File: config.mk
export PLATFORM = sky130hd
export DESIGN_NAME = key_led_ctrl
export DESIGN_NICKNAME = d
export VERILOG_FILES = /design/src/rtl/key_led_ctrl.sv
export SDC_FILE = /design/constraint.sdc
export NUM_CORES = 1
export LEC_CHECK = 0
export CAP_MARGIN = 0
export CORE_UTILIZATION = 40
export CTS_BUF_LIST = sky130_fd_sc_hd__clkbuf_8
export CTS_CLUSTER_SIZE = 25
export DETAILED_ROUTE_END_ITERATION = 8
export SYNTH_ARGS = -nofsm -noshare
export SYNTH_HDL_FRONTEND = slang
export SYNTH_SLANG_ARGS = --single-unit
File: constraint.sdc
create_clock -name sys_clk -period 2.1 [get_ports sys_clk]
set_clock_uncertainty 0.05 [all_clocks]
set_input_delay 0.21 -clock sys_clk [delete_from_list [all_inputs] [get_ports sys_clk]]
set_output_delay 0.21 -clock sys_clk [all_outputs]
set_load 0.01 [all_outputs]
File: src/rtl/key_led_ctrl.sv
// Two-key LED rotator: each key is synchronized and debounced, then drives a
// short/long-press FSM that emits rotation steps; key 0 rotates left, key 1 right.
`timescale 1ns/1ps
module key_led_ctrl #(
    parameter int DEBOUNCE_CYCLES = 540000,
    parameter int LONG_CYCLES     = 27000000,
    parameter int REPEAT_CYCLES   = 13500000
) (
    input  logic       sys_clk,
    input  logic       sys_rst_n,
    input  logic [1:0] key,
    output logic [5:0] led,
    output logic [1:0] key_down,
    output logic [1:0] step_pulse
);

    localparam int DW   = (DEBOUNCE_CYCLES > 1) ? $clog2(DEBOUNCE_CYCLES) : 1;
    localparam int HMAX = (LONG_CYCLES > REPEAT_CYCLES) ? LONG_CYCLES : REPEAT_CYCLES;
    localparam int HW   = (HMAX > 1) ? $clog2(HMAX) : 1;

    localparam logic [DW-1:0] DEB_LAST  = DW'(DEBOUNCE_CYCLES - 1);
    localparam logic [HW-1:0] LONG_LAST = HW'(LONG_CYCLES - 1);
    localparam logic [HW-1:0] REP_LAST  = HW'(REPEAT_CYCLES - 1);

    typedef enum logic [1:0] {
        IDLE    = 2'd0,
        PRESSED = 2'd1,
        HELD    = 2'd2
    } state_e;

    // Synchronizer resets to the released (high) level so a held key is re-seen as a new edge.
    logic [1:0] sync1_q, sync2_q;

    always_ff @(posedge sys_clk or negedge sys_rst_n) begin
        if (!sys_rst_n) begin
            sync1_q <= 2'b11;
            sync2_q <= 2'b11;
        end else begin
            sync1_q <= key;
            sync2_q <= sync1_q;
        end
    end

    for (genvar k = 0; k < 2; k++) begin : g_key
        logic          pressed;
        logic [DW-1:0] db_cnt_q, db_cnt_d;
        logic          kd_q, kd_d;
        state_e        state_q, state_d;
        logic [HW-1:0] hold_q, hold_d;
        logic          step_q, step_d;

        assign pressed = ~sync2_q[k];

        always_comb begin
            db_cnt_d = '0;
            kd_d     = kd_q;
            if (pressed != kd_q) begin
                if (db_cnt_q == DEB_LAST) begin
                    kd_d = ~kd_q;
                end else begin
                    db_cnt_d = db_cnt_q + 1'b1;
                end
            end
        end

        // Release wins over a coinciding hold expiry, so letting go never repeats.
        always_comb begin
            state_d = state_q;
            hold_d  = hold_q;
            step_d  = 1'b0;
            case (state_q)
                IDLE: begin
                    hold_d = '0;
                    if (kd_q) begin
                        state_d = PRESSED;
                    end
                end
                PRESSED: begin
                    if (!kd_q) begin
                        state_d = IDLE;
                        step_d  = 1'b1;
                    end else if (hold_q == LONG_LAST) begin
                        state_d = HELD;
                        step_d  = 1'b1;
                        hold_d  = '0;
                    end else begin
                        hold_d = hold_q + 1'b1;
                    end
                end
                HELD: begin
                    if (!kd_q) begin
                        state_d = IDLE;
                    end else if (hold_q == REP_LAST) begin
                        step_d = 1'b1;
                        hold_d = '0;
                    end else begin
                        hold_d = hold_q + 1'b1;
                    end
                end
                default: begin
                    state_d = IDLE;
                    hold_d  = '0;
                end
            endcase
        end

        always_ff @(posedge sys_clk or negedge sys_rst_n) begin
            if (!sys_rst_n) begin
                db_cnt_q <= '0;
                kd_q     <= 1'b0;
                state_q  <= IDLE;
                hold_q   <= '0;
                step_q   <= 1'b0;
            end else begin
                db_cnt_q <= db_cnt_d;
                kd_q     <= kd_d;
                state_q  <= state_d;
                hold_q   <= hold_d;
                step_q   <= step_d;
            end
        end

        assign key_down[k]   = kd_q;
        assign step_pulse[k] = step_q;
    end

    logic [5:0] led_q, led_d;

    always_comb begin
        case (step_pulse)
            2'b01:   led_d = {led_q[4:0], led_q[5]};
            2'b10:   led_d = {led_q[0], led_q[5:1]};
            default: led_d = led_q;
        endcase
    end

    always_ff @(posedge sys_clk or negedge sys_rst_n) begin
        if (!sys_rst_n) begin
            led_q <= 6'b111110;
        end else begin
            led_q <= led_d;
        end
    end

    assign led = led_q;

endmodule

# == Word level (Yosys, flattened, before mapping) ==
# Index checks and enable logic that the tools add are counted.
# word_totals
reg_bits,108
input_bits,4
out_inout_bits,10
elab_cells,89
# op_classes
add_sub_neg,4
n_eq_ne,24
n_mux,35
bitwise,4
n_reduce_logical,9
# ops
operator,n
two-way mux 25 bit,8
one-hot mux 25 bit (2 select lines),2
two-way mux 20 bit,4
"adder 25 x 1 -> 25 bit, second input constant",2
"equality test 25 x 24 -> 1 bit, second input constant",2
"equality test 25 bit, second input constant",2
"adder 20 x 1 -> 20 bit, second input constant",2
"equality test 20 bit, second input constant",2
two-way mux 2 bit,8
"!= test 2 bit, second input constant",8
one-hot mux 2 bit (3 select lines),2
one-hot mux 6 bit (2 select lines),1
two-way mux 1 bit,8
AND reduction 2 bit,4
"equality test 2 x 1 -> 1 bit, second input constant",3
"equality test 2 bit, second input constant",3
"!= test 3 bit, second input constant",2
AND reduction 3 bit,2
logical NOT 2 bit,2
inverter 1 bit,4
one-hot mux 1 bit (2 select lines),2
!= test 1 bit,2
nonzero test 2 bit,1

# == Depth between registers and ports, before layout ==
# Gate-level depths: netlist of run 1.
# logic_depth
ltp_word,4
ltp_mapped,9
depth_no_buf,8

# == Least setup slack after synthesis of run 1 ==
# No wires, ideal clock.
# synth_timing
path_type,register -> register
from,register g_key[0].hold_q[0]
to,register g_key[0].hold_q[20]
setup_ns,0.138
arrival_time_ns,1.918
required_time_ns,1.912
path_slack_ns,-0.006
path_stages_with_launch,10
path_buffers,2
path_cell_list,dfrtp_1 > ha_1 > nor3b_1 > nand3_1 > o31ai_4 > a21oi_2 > buf_6 > buf_6 > o311ai_1 > o211ai_1
# synth_via
elab_chain_cells,4
# synth_rtl
item,line,text
"start, declared",49,"logic [HW-1:0] hold_q, hold_d;"
"start signal, assigned",118,hold_q <= hold_d;
"adder 25 x 1 -> 25 bit, or another cell as far along","87, 97",
two-way mux 25 bit (on tied branches),"93, 82",
two-way mux 25 bit (on tied branches),"91, 79",
one-hot mux 25 bit (2 select lines) (*),71,case (state_q)
# Every way passes the cells marked *; elsewhere a longest branch is shown, timed or not. The select of a mux whose other input is x is not followed.
# A chain may end at the register's enable or synchronous reset.

# == Final worst setup path of run 1 ==
# layout_timing
from,register g_key[0].hold_q[22]
to,register g_key[0].hold_q[4]
# layout_via
elab_chain_cells,4
# layout_rtl
item,line
equality test 25 x 24 -> 1 bit or equality test 25 bit (tied branches),"93, 82"
two-way mux 25 bit (on tied branches),"93, 82"
two-way mux 25 bit (on tied branches),"91, 79"
one-hot mux 25 bit (2 select lines) (*),71
# Marks and branches as above.

==> results of run 1 <==
[power by group]
part           internal [W]  switching [W]  total (W)
clock              0.000476       0.000748    0.00122
sequential          0.00210      0.0000124    0.00211
combinational     0.0000294      0.0000642  0.0000936
total               0.00260       0.000824    0.00342
[synth_stat cells, types with 8 or more instances]
master,instances,area [µm²]
dfrtp_1,99,2477
nor2_1,85,319.1
nand2_1,59,221.5
xor2_1,42,367.9
nand3_1,38,190.2
and3_1,22,137.6
xnor2_1,21,183.9
o21ai_0,20,100.1
nand4_1,19,118.9
inv_1,14,52.55
a31oi_1,13,81.33
ha_1,11,137.6
nor3_1,10,50.05
and4_1,9,78.83
dfstp_2,9,236.5
mux2i_1,9,90.09
buf_4,8,60.06
nor4b_1,8,70.07
o21ai_1,8,40.04
[routing by layer]
metal / wire length [µm] / global-route usage / up-vias
li1: - / - / 2304
met2: 6509 / 0.3097 / 61
met1: 6344 / 0.2496 / 2328
met3: 368 / 0.04229 / 18
met5: 0 / 0 / -
met4: 243 / 0.06174 / 0
[cell usage in the layout (no fill, tap or decap), types with 7 or more instances in the layout]
| cell type | instances |
|---|---|
| a31oi_1 | 10 |
| and2_1 | 7 |
| and3_1 | 22 |
| and4_1 | 7 |
| buf_4 | 74 |
| clkbuf_8 | 10 |
| clkdlybuf4s50_1 | 12 |
| dfrtp_1 | 97 |
| dfstp_2 | 9 |
| ha_1 | 9 |
| inv_1 | 14 |
| mux2i_1 | 9 |
| nand2_1 | 59 |
| nand3_1 | 35 |
| nand4_1 | 19 |
| nor2_1 | 84 |
| nor2b_1 | 7 |
| nor3_1 | 8 |
| o21ai_0 | 18 |
| o21ai_1 | 10 |
| xnor2_1 | 21 |
| xor2_1 | 42 |
[state kept, by name, indices dropped and copies added (netlist names)]
name,count
g_key.state_q,4
sync2_q,2
led,6
g_key.kd_q,2
g_key.hold_q,50
g_key.db_cnt_q,40
sync1_q,2
g_key.step_q,2
[logic make-up after synthesis]
kind of cell / count (synthesis)
fa+ha+maj: 11
simple gates: 298
compound gates: 79
mux: 9
flops: 108
xor+xnor: 63
buf+inv: 36
[worst reg2reg max path, stage by stage, from the launching register on]
cell and delay [ns]:
dfrtp_1 0.45, nor4b_4 0.31, nand3_2 0.15, or3_4 0.43, a21oi_4 0.25, a2bb2oi_4 0.26, nor2_1 0.07
[worst paths after layout]
| path | slack (ns) | startpoint | to | depth (start not counted) |
|---|---|---|---|---|
| worst max-delay path | 0.02 | g_key[0].hold_q[22] | g_key[0].hold_q[4] | 6 |
| worst min-delay path | 0.16 | sys_rst_n | g_key[0].db_cnt_q[15] | 2 |
| worst max register to register | 0.02 | g_key[0].hold_q[22] | g_key[0].hold_q[4] | 6 |
| worst min register to register | 0.31 | sync1_q[0] | sync2_q[0] | 0 |
| max in group asynchronous | 1.23 | sys_rst_n | led[4] | 3 |
| min in group sys_clk | 0.17 | key[1] | sync1_q[1] | 1 |
[through the flow]
step / utilization / hold WS, ns / std cells / setup slack, ns / total power [W]
final: 0.5082 / 0.1611 / 873 / 0.02252 / 0.003425
after global routing: 0.5082 / 0.1440 / 873 / -0.05242 / 0.003561
after global placement: 0.4704 / 0.02026 / 846 / -0.2201 / 0.002241
after detailed placement: 0.4704 / 0.02099 / 846 / -0.2748 / 0.002243
after CTS: 0.4939 / 0.1494 / 870 / 0.001111 / 0.003482
after floorplan: - / -0.1356 / 604 / 0.0006688 / 0.002174
[cell type report]
class | count | share of cell area
Clock buffer | 10 | 0.01928
Clock inverter | 6 | 0.006311
Inverter | 14 | 0.007363
Multi-Input combinational cell | 461 | 0.4416
Sequential cell | 108 | 0.3806
Tap cell | 180 | 0.03156
Timing Repair Buffer | 94 | 0.1133
[timing repair]
item,in CTS,in global routing
gates cloned,1,0
resized for setup,9,33
endpoints found under the setup margin,22,66
pin swaps,4,19
endpoints found under the hold margin,99,0
buffers inserted,6,3
hold buffers,1,0
==> results.py, run 1 <==
metrics = {
    "run_status": {
        "status": "finished clean",
    },
    "timing": {
        "post-route-period-util": 0.9893,
        "slew_viol_final": 0,
        "fmax_mhz": 481.4,
        "fin_crit_ns": 2.077,
        "maxSlewHeadroom": 0.6517,
        "report.final.setup_viol": 0,
        "rsz0062_at_grt": "yes",
        "finalHoldViolations": 0,
        "setup-tns-final_ns": 0,
        "worstMarginPinSlew_ns": 0.5206,
    },
    "critical_path": {
        "cp.required_ns": 2.32,
        "worstSetupPathType": "flop to flop",
        "cpLargestDelayFamily": "simple AND/OR/NAND/NOR gates",
        "crit_chain": "nor4b_4 -> nand3_2 -> or3_4 -> a21oi_4 -> a2bb2oi_4 -> nor2_1",
        "arrival_ns": 2.29,
        "crit_path_end_kind": "flop",
        "critPathLaunchType": "flop",
        "critPathBufInv": 0,
        "slowest_stage": "dfrtp_1",
        "worst_path_largest_cell_delay_ns": 0.45,
        "path_max_fanout": 5,
    },
    "drt": {
        "drt_iter0_drc": 365,
        "via_per_inst": 5.396,
        "ant_nets": 0,
        "firstDrtPassIters": 5,
        "wl_per_cell_um": 15.42,
        "drt-total-wl_um": 13470,
        "drc": 0,
        "dr_total_vias": 4711,
    },
    "clock_tree": {
        "htreeDepth": 3,
        "clockRootBuffer": "clkbuf_8",
        "cts_buffers": 9,
        "clock_sinks": 108,
        "path_clk_slew_ns": 0.10,
        "cts_tree": "yes",
        "clock_path_buffers": 2,
        "insertion_delay_ns": 0.39,
    },
    "global_routing": {
        "grt_pass1_wl_um": 22330,
        "antenna_found_initial": 0,
        "grt_usage": 0.1900,
        "grt_overflow": 0,
        "grt_pass1_vias": 4704,
        "grt_max_degree": 50,
    },
    "cells_and_area": {
        "finalInstanceArea_um2": 7137,
        "area_delta_synth_final_pct": 22.72,
        "fillers": 1273,
        "ff_latch_area_um2": 2716,
        "antenna_cells": 0,
        "multi_input_area_um2": 3152,
        "nNetsFinal": 703,
        "layout-drive-gt1-share": 0.2165,
    },
    "floorplanning": {
        "pin_count": 14,
        "fp.dieH_um": 122.6,
        "rows": 43,
        "start_util": 0.4141,
        "coreArea_um2": 14040,
        "die_area_um2": 15020,
        "die_w_um": 122.6,
    },
    "synthesis": {
        "synth-warning-count": 0,
        "synth-main-ff-cell": "dfrtp_1",
        "synth_top_family_by_area": "simple AND/OR/NAND/NOR gates",
        "syn_nets": 619,
        "synth_compound_area_frac": 0.09789,
        "synthAdderAreaFrac": 0.02367,
        "synth_area_um2": 5816,
        "synth_edf_count": 0,
        "yosys.area_share.simple": 0.2694,
        "synth_seq_cells": 108,
        "synth_xor_xnor_area_share": 0.09488,
        "async_reset_ff_frac": 1.000,
        "synth_seq_area_share": 0.4667,
        "netlist_instances": 604,
        "synth.distinct_cells": 61,
        "syn_avg_cell_area_um2": 9.628,
        "synthMuxAreaShare": 0.01549,
    },
    "placement": {
        "dp_hpwl_um": 9172,
        "postPlaceCellArea_um2": 6605,
        "numPortBuffers": 13,
        "gp_congestion": 0.8805,
    },
    "power_and_ir_drop": {
        "p_per_area_nw_per_um2": 479.9,
        "vdd_drop_max_mv": 0.2827,
        "power.static_leakage_nw": 2.914,
    },
    "flow_run": {
        "maxCapViolCount": 0,
    },
    "hold_path": {
        "hold_class": "input port to async pin",
    },
}
No activity file was read; power rests on OpenSTA's default activity.
==> run 2: changes to the inputs <==
--- a/config.mk
+++ b/config.mk
@@ -10,6 +10,7 @@
 export CTS_BUF_LIST = sky130_fd_sc_hd__clkbuf_8
 export CTS_CLUSTER_SIZE = 25
 export DETAILED_ROUTE_END_ITERATION = 8
+export PLACE_DENSITY = 0.58
 export SYNTH_ARGS = -nofsm -noshare
 export SYNTH_HDL_FRONTEND = slang
 export SYNTH_SLANG_ARGS = --single-unit
==> run 2 against run 1 <==
Largest cell class unchanged; global-route usage decreased by 1.2 points; register-to-register slack better by 0.02 ns; worst setup slack improved by 0.015 ns.
==> results.py, run 2 (synthesized netlist as in run 1, its figures left out) <==
metrics = {
    "power_and_ir_drop": {
        "power.static_leakage_nw": 2.870,
        "clkPwrFrac": 0.371,
        "p_per_area_nw_per_um2": 495.9,
        "combPwrFrac": 0.026,
        "seqPwrFrac": 0.603,
        "vdd_drop_max_mv": 0.2706,
        "p_int_w": 0.002705,
        "power_switching_w": 0.0007886,
        "switching_share": 0.2257,
    },
    "critical_path": {
        "critPathBufInv": 0,
        "crit_start": "g_key[1].hold_q[1]",
        "worstSetupPathType": "flop to flop",
        "critPathLaunchType": "flop",
        "slowest_stage": "or4_1",
        "cpLargestDelayFamily": "simple AND/OR/NAND/NOR gates",
        "worst_path_largest_cell_delay_ns": 0.48,
        "crit_path_end_kind": "flop",
        "arrival_ns": 2.30,
        "crit_chain": "ha_2 -> nand2_1 -> or3_1 -> or4_1 -> a21oi_2 -> nand3_1 -> o311ai_1",
        "reg2reg_from": "g_key[1].hold_q[1]",
        "cp.required_ns": 2.34,
        "path_max_fanout": 5,
    },
    "clock_tree": {
        "cts_buffers": 9,
        "path_clk_slew_ns": 0.11,
        "cts_tree": "yes",
        "clock_path_buffers": 2,
        "clock_sinks": 108,
        "htreeDepth": 3,
        "insertion_delay_ns": 0.39,
        "clockRootBuffer": "clkbuf_8",
    },
    "floorplanning": {
        "fp.dieH_um": 122.6,
        "die_area_um2": 15020,
        "rows": 43,
        "start_util": 0.4141,
        "die_w_um": 122.6,
        "coreArea_um2": 14040,
        "pin_count": 14,
    },
    "timing": {
        "setup-tns-final_ns": 0,
        "worstMarginPinSlew_ns": 0.4743,
        "setup_slack_ns": 0.03766,
        "finalHoldViolations": 0,
        "holdWs_ns": 0.1844,
        "report.final.setup_viol": 0,
        "fin_crit_ns": 2.062,
        "post-route-period-util": 0.9821,
        "fmax_mhz": 484.9,
        "maxSlewHeadroom": 0.6817,
        "slew_viol_final": 0,
        "rsz0062_at_grt": "yes",
    },
    "global_routing": {
        "grt_overflow": 0,
        "antenna_found_initial": 0,
        "grt_pass1_wl_um": 20850,
        "grt_max_degree": 63,
        "grt_pass1_vias": 4362,
        "grt_usage": 0.1781,
    },
    "drt": {
        "firstDrtPassIters": 6,
        "drt_iter0_drc": 245,
        "via_per_inst": 5.365,
        "wl_per_cell_um": 14.91,
        "dr_total_vias": 4614,
        "drc": 0,
        "drt-total-wl_um": 12830,
        "ant_nets": 0,
    },
    "placement": {
        "place_ws_ns": -0.02589,
        "gp_congestion": 0.8861,
        "dp_hpwl_um": 8821,
        "numPortBuffers": 13,
    },
    "flow_run": {
        "maxCapViolCount": 0,
    },
    "cells_and_area": {
        "ff_latch_area_um2": 2715,
        "antenna_cells": 0,
        "fillers": 1274,
        "largest_reg_flops": 50,
        "regMostFlops": "g_key.hold_q",
        "area_delta_synth_final_pct": 21.15,
        "multi_input_area_um2": 3127,
        "layout_common_cells": "98 x dfrtp_1, 78 x nor2_1, 61 x buf_4",
        "layout-drive-gt1-share": 0.2074,
        "nNetsFinal": 690,
        "final_common_cell": "dfrtp_1",
    },
    "hold_path": {
        "hp-start": "key[1]",
        "hold_class": "input port to flop",
    },
    "run_status": {
        "status": "finished clean",
    },
}
-- run 2: cell count changes in the layout (fill, tap and decap cells not counted), sizes merged --
cell,previous run,this run
bufinv,0,1
buf,81,67
inv,17,14
clkinvlp,0,2
clkbuf,10,11
-- run 2: routing by layer --
layer  GRT usage  wire [µm]  vias to the layer above
met5           0          0                        -
li1            -          -                     2276
met4     0.05488        200                        0
met1      0.2348       6083                     2254
met3     0.04229        378                       19
met2      0.2890       6162                       65
-- run 2: stage by stage --
step | total power (W) | instances | instance area [µm²] | utilization
6_report | 0.003494 | 860 | 7046 | 0.5017
5_1_grt | 0.003645 | 860 | 7046 | 0.5017
4_1_cts | 0.003556 | 854 | 6828 | 0.4862
3_5_place_dp | 0.002242 | 836 | 6555 | 0.4668
3_3_place_gp | 0.002241 | 836 | 6555 | 0.4668
2_1_floorplan | 0.002174 | 604 | 5816 | -
-- run 2: layout make-up --
class	count	area share
clock inverters	6	0.009057
well taps	180	0.03197
inverters	14	0.007459
multi-input cells	461	0.4438
flip-flops and latches	108	0.3854
clock buffers	10	0.01953
repair buffers	81	0.1028
-- run 2: power groups by stage --
stage	registers (W)	clock network, W	logic, W
detailed placement	0.00215	0	0.0000952
global route	0.00211	0.00143	0.000108
CTS	0.00211	0.00135	0.0000971
global placement	0.00215	0	0.0000938
finish	0.00211	0.00130	0.0000923
floorplan	0.00214	0	0.0000290
-- run 2: final timing paths --
kind	endpoint	slack [ns]	cells past startpoint
max	g_key[1].state_q[0]	0.04	7
min	sync1_q[1]	0.18	1
min reg2reg	sync2_q[0]	0.31	0
max in group asynchronous	led[1]	1.08	3
min in group asynchronous	g_key[0].db_cnt_q[0]	0.23	2
max reg2reg	g_key[1].state_q[0]	0.04	7
-- run 2: timing repair --
item,in CTS,in global routing
setup endpoints to repair,17,44
hold endpoints to repair,24,0
resized for setup,8,37
setup buffers,0,5
cloned,1,1
pin swaps,0,9
hold buffers,1,0
==> run 3: changes to the inputs <==
--- a/config.mk
+++ b/config.mk
@@ -5,12 +5,13 @@
 export SDC_FILE = /design/constraint.sdc
 export NUM_CORES = 1
 export LEC_CHECK = 0
-export CAP_MARGIN = 0
+export CAP_MARGIN = 20
 export CORE_UTILIZATION = 40
 export CTS_BUF_LIST = sky130_fd_sc_hd__clkbuf_8
 export CTS_CLUSTER_SIZE = 25
 export DETAILED_ROUTE_END_ITERATION = 8
 export PLACE_DENSITY = 0.58
+export SLEW_MARGIN = 20
 export SYNTH_ARGS = -nofsm -noshare
 export SYNTH_HDL_FRONTEND = slang
 export SYNTH_SLANG_ARGS = --single-unit
==> results of run 3 <==
No change in the layout: final DEF, timing and power equal those of run 2.
